$ cat src/rtl/ram_arbiter.sv
// rtl/ram_arbiter.sv - two-port round-robin arbiter in front of a single-port registered-read RAM
// Grants are combinational; lock state, priority and read-valid flags are registered.
module ram_arbiter #(
  parameter int DATA_WIDTH = 32,
  parameter int ADDR_WIDTH = 4
) (
  input  logic                  clk,
  input  logic                  reset,
  input  logic                  req0,
  input  logic                  req1,
  input  logic                  we0,
  input  logic                  we1,
  input  logic                  lock0,
  input  logic                  lock1,
  input  logic [ADDR_WIDTH-1:0] addr0,
  input  logic [ADDR_WIDTH-1:0] addr1,
  input  logic [DATA_WIDTH-1:0] wdata0,
  input  logic [DATA_WIDTH-1:0] wdata1,
  output logic                  gnt0,
  output logic                  gnt1,
  output logic                  rvalid0,
  output logic                  rvalid1,
  output logic [DATA_WIDTH-1:0] rdata0,
  output logic [DATA_WIDTH-1:0] rdata1,
  output logic [ADDR_WIDTH-1:0] ram_read_address,
  output logic [ADDR_WIDTH-1:0] ram_write_address,
  output logic                  ram_write,
  output logic [DATA_WIDTH-1:0] ram_din,
  input  logic [DATA_WIDTH-1:0] ram_dout
);

  typedef enum logic [1:0] {
    UNLOCKED = 2'd0,
    LOCKED0  = 2'd1,
    LOCKED1  = 2'd2
  } lock_t;

  lock_t lock_state;
  logic  prio;
  logic  cand0;
  logic  cand1;

  // A port locked out by the other's lock is not a candidate; reset masks both at once.
  assign cand0 = req0 && (lock_state != LOCKED1) && !reset;
  assign cand1 = req1 && (lock_state != LOCKED0) && !reset;
  assign gnt0  = cand0 && (!cand1 || !prio);
  assign gnt1  = cand1 && (!cand0 || prio);

  assign rdata0 = ram_dout;
  assign rdata1 = ram_dout;

  always_comb begin
    ram_read_address  = '0;
    ram_write_address = '0;
    ram_din           = '0;
    ram_write         = 1'b0;
    if (gnt0) begin
      ram_read_address  = addr0;
      ram_write_address = addr0;
      ram_din           = wdata0;
      ram_write         = we0;
    end else if (gnt1) begin
      ram_read_address  = addr1;
      ram_write_address = addr1;
      ram_din           = wdata1;
      ram_write         = we1;
    end
  end

  always_ff @(posedge clk or posedge reset) begin
    if (reset) begin
      prio       <= 1'b0;
      lock_state <= UNLOCKED;
      rvalid0    <= 1'b0;
      rvalid1    <= 1'b0;
    end else begin
      rvalid0 <= gnt0 && !we0;
      rvalid1 <= gnt1 && !we1;
      if (gnt0)      prio <= 1'b1;
      else if (gnt1) prio <= 1'b0;
      case (lock_state)
        UNLOCKED: begin
          if (gnt0 && lock0)      lock_state <= LOCKED0;
          else if (gnt1 && lock1) lock_state <= LOCKED1;
        end
        // Owner releases by an unlocked access or by dropping its request for a cycle.
        LOCKED0: if ((gnt0 && !lock0) || !req0) lock_state <= UNLOCKED;
        LOCKED1: if ((gnt1 && !lock1) || !req1) lock_state <= UNLOCKED;
        default: lock_state <= UNLOCKED;
      endcase
    end
  end

endmodule

$ cat config.mk
export PLATFORM = sky130hd
export DESIGN_NAME = ram_arbiter
export DESIGN_NICKNAME = d
export VERILOG_FILES = /design/src/rtl/ram_arbiter.sv
export SDC_FILE = /design/constraint.sdc
export NUM_CORES = 1
export LEC_CHECK = 0
export BUFFER_PORTS_ARGS = -buffer_cell sky130_fd_sc_hd__buf_4
export CAP_MARGIN = 10
export CORE_AREA = 2 2 85 87
export DETAILED_ROUTE_END_ITERATION = 12
export DIE_AREA = 0 0 87 89
export GPL_TIMING_DRIVEN = 0
export HOLD_SLACK_MARGIN = 0.08
export PLACE_DENSITY = 0.61
export SKIP_LAST_GASP = 1
export SLEW_MARGIN = 30
export SYNTH_ARGS = -nofsm -noshare
export SYNTH_HDL_FRONTEND = slang
export SYNTH_SLANG_ARGS = --single-unit
export TNS_END_PERCENT = 5
$ cat constraint.sdc
create_clock -name clk -period 6.5 [get_ports clk]
set_input_delay 1.95 -clock clk [delete_from_list [all_inputs] [get_ports clk]]
set_output_delay 1.95 -clock clk [all_outputs]
set_load 0.03 [all_outputs]
==> impl_summary.log <==
INFO  metric placer_s_final_routability_congestion_estimate = 0.756
INFO  metric post-route-min-period = 5.44 ns
INFO  metric clock.fmax = 184 MHz
INFO  metric setup-tns-final = 0 ns
INFO  metric final.setup_skew = 0.000741 ns
INFO  metric worst-slew-pin-transition = 0.289 ns
INFO  metric cp_slowest_cell = sky130_fd_sc_hd__maj3_2
INFO  metric cts-buffers-inserted = 3
INFO  metric timing.critical_path.cells = buf_4 > nor2b_1 > maj3_2 > nor3b_4 > buf_6 > a22o_1 > buf_4 > buf_4
INFO  metric placeableCoreArea = 0.00672 mm2
INFO  metric tritoncts = done
INFO  metric power-per-cell-area = 153 mW/mm2
INFO  metric post-cts-setup-buffers = 0
INFO  metric worst_setup_path_end_kind = output port
INFO  metric drt-total-wl = 5390 um
INFO  metric num_vias = 1715
INFO  metric detail_route.drc_violations = 0
INFO  metric finalMaxSlewViolations = 0
INFO  metric finish.instance_area = 0.00275 mm2
INFO  metric ios = 221
INFO  metric layout-drive-gt1-share = 81.4%
INFO  metric die_area = 0.00774 mm2
INFO  metric insertedDiodeCount = 0
INFO  metric dp_hpwl = 4810 um
INFO  metric regArea = 125 um2
INFO  metric power = 0.421 mW
INFO  metric ctsHoldBuffers = 0
INFO  metric detail-route-antenna-nets = 0
INFO  metric core.rowCount = 30
INFO  metric yosysSeqAreaShare = 10.4%
INFO  metric ctsLongestPathBuffers = 2
INFO  metric holdWs = 0.506 ns
INFO  metric synth-seq-cells = 5
INFO  metric chipHeight = 89 um
INFO  metric timing.critical_path.buf_inv = 4
INFO  metric synth.distinct_cells = 21
INFO  metric initialDrtViolationCount = 60
INFO  metric worst-path-stages = 8
INFO  metric fill_cells = 682
INFO  metric h-tree-depth = 1
INFO  metric clkSinkCount = 5
INFO  metric first_global_vias = 1591
INFO  metric rsz0062_at_grt = false
INFO  metric critical_path.startpoint_type = primary input
INFO  metric reg2reg_slack = 5.02 ns
INFO  metric grt_max_degree = 11
INFO  metric worst_path_most_repeated_cell = sky130_fd_sc_hd__buf_4
INFO  metric placement.io_buffers = 188
INFO  metric synth_area_per_cell = 8.43 um2
INFO  metric ys_warn_count = 0
INFO  metric cp_top_family = buffers and inverters
INFO  metric hold-path-cell-count = 1
INFO  metric multi_input_gate_area_in_the_final_layout = 477 um2
INFO  metric ctsResizeCount = 0
INFO  metric number_of_antenna_violations_at_the_first_check_in_global_routing = 0
INFO  metric postSynthCellCount = 142
INFO  metric timing.critical_path.slowest_cell_delay = 0.32 ns
INFO  metric timing.max_slew.rel_slack = 80.7%
INFO  metric worstPathMaxFanout = 10
INFO  metric critical_path_at = 3.49 ns
INFO  metric firstDrtPassIters = 4
INFO  metric cell_at_the_root_of_the_clock_tree = sky130_fd_sc_hd__clkbuf_8
INFO  metric initial_utilization = 17.8%
INFO  metric critical_path_required = 4.55 ns
INFO  metric total_placed_instance_area = 0.00271 mm2
INFO  metric avgViaCountPerCell = 4.14
INFO  metric final_min_period_over_clock_period = 83.7%
INFO  metric layout-area-overhead-vs-synth = 130%
INFO  metric design.final.nets = 447
INFO  metric die_w = 87 um
INFO  metric power.static_leakage = 1.59 nW
INFO  metric critical_path_class = in2out
INFO  metric clkSlewWorstSetupHoldPaths = 0.04 ns
INFO  metric track_usage = 11.5%
INFO  metric clk-insertion-delay-late = 0.22 ns
INFO  metric routedWlPerCell = 13.0 um
INFO  metric vdd.ir_drop.worst = 49.1 uV
INFO  metric worstHoldPathType = reg2reg
INFO  metric grt_first_pass_wirelength = 7180 um
INFO  metric outcome = completed
INFO  metric postSynthNetCount = 254
INFO  metric setup_viol = 0
INFO  metric ff2ff_path_depth = 5
INFO  metric overflow = 0
INFO  metric synthesized_cell_area = 0.00120 mm2
INFO  metric timing_hold_violations_final = 0
INFO  metric drv.max_cap_violation_count = 0
-- cell families (layout without fill, tap and decap cells) --
group / count (synthesis) / count (layout) / share of synthesized area, %
adders and majority gates: 2 / 2 / 1.88
buffers and inverters: 78 / 270 / 49.7
DFF: 5 / 5 / 10.4
and+or+nand+nor: 13 / 13 / 7.00
AOI/OAI and AO/OA: 44 / 44 / 30.9
-- power breakdown --
part           internal, mW  total [mW]  switching [mW]  leakage, nW
clock                0.0421      0.0569          0.0149       0.0228
sequential           0.0355      0.0403         0.00478       0.0654
combinational         0.154       0.324           0.169         1.50
total                 0.232       0.421           0.189         1.59
-- per-layer routing --
| metal | vias up | global-route usage [%] | wire [um] | share of wire, % |
|---|---|---|---|---|
| met4 | 0 | 3.41 | 0 | 0 |
| met5 | - | 0 | 0 | 0 |
| met3 | 0 | 3.32 | 714 | 13 |
| met1 | 759 | 11.8 | 1720 | 32 |
| met2 | 133 | 22.3 | 2950 | 55 |
| li1 | 823 | - | - | - |
-- through the flow --
step | setup slack, ns | util (%) | cells
after floorplan | 1.16 | - | 142
after global placement | 1.08 | 40.3 | 410
after detailed placement | 1.04 | 40.3 | 410
after CTS | 1.04 | 41.0 | 414
after global routing | 0.988 | 41.0 | 414
final | 1.06 | 41.0 | 414
-- placed cells by master, fill, tap and decap left out --
| master | netlist | layout |
|---|---|---|
| sky130_fd_sc_hd__a21o_1 | 1 | 1 |
| sky130_fd_sc_hd__a21oi_1 | 2 | 2 |
| sky130_fd_sc_hd__a22o_1 | 37 | 37 |
| sky130_fd_sc_hd__a31oi_1 | 1 | 1 |
| sky130_fd_sc_hd__and2_4 | 1 | 1 |
| sky130_fd_sc_hd__and2b_1 | 1 | 1 |
| sky130_fd_sc_hd__buf_2 | 2 | 2 |
| sky130_fd_sc_hd__buf_4 | 68 | 256 |
| sky130_fd_sc_hd__buf_6 | 6 | 6 |
| sky130_fd_sc_hd__clkbuf_1 | 0 | 1 |
| sky130_fd_sc_hd__clkbuf_8 | 0 | 3 |
| sky130_fd_sc_hd__dfrtp_1 | 5 | 5 |
| sky130_fd_sc_hd__inv_1 | 2 | 2 |
| sky130_fd_sc_hd__maj3_2 | 2 | 2 |
| sky130_fd_sc_hd__nand2_1 | 2 | 2 |
| sky130_fd_sc_hd__nand2_2 | 1 | 1 |
| sky130_fd_sc_hd__nor2_1 | 3 | 3 |
| sky130_fd_sc_hd__nor2b_1 | 3 | 3 |
| sky130_fd_sc_hd__nor3_1 | 1 | 1 |
| sky130_fd_sc_hd__nor3b_4 | 1 | 1 |
| sky130_fd_sc_hd__o211ai_1 | 1 | 1 |
| sky130_fd_sc_hd__o22ai_1 | 1 | 1 |
| sky130_fd_sc_hd__o32ai_1 | 1 | 1 |
-- state kept, by name, indices dropped and copies added, names as in the netlist --
| signal | count |
|---|---|
| lock_state | 2 |
| rvalid0 | 1 |
| prio | 1 |
| rvalid1 | 1 |
-- synthesized netlist by cell type, drive strengths merged --
cell	n	area (um2)
nand2	3	13.8
a21oi	2	10.0
o32ai	1	8.76
nor3b	1	18.8
o22ai	1	6.26
and2b	1	7.51
and2	1	8.76
o211ai	1	7.51
a31oi	1	6.26
a22o	37	324
nor2b	3	18.8
buf	76	588
a21o	1	7.51
maj3	2	22.5
dfrtp	5	125
inv	2	7.51
nor3	1	5.00
nor2	3	11.3
-- layout make-up --
type / count / area share, %
Clock buffer: 4 / 1.64
Buffer: 76 / 21.4
Timing Repair Buffer: 188 / 51.2
Inverter: 2 / 0.273
Multi-Input combinational cell: 59 / 17.3
Tap cell: 80 / 3.63
Sequential cell: 5 / 4.54
-- worst paths after layout --
path	start	end
max	req0	ram_write_address[3]
min	lock_state[1]	prio
max reg2reg	lock_state[1]	rvalid1
min reg2reg	lock_state[1]	prio
max in group asynchronous	reset	lock_state[0]
min in group asynchronous	reset	rvalid0
(Power assumes the default switching activity.)
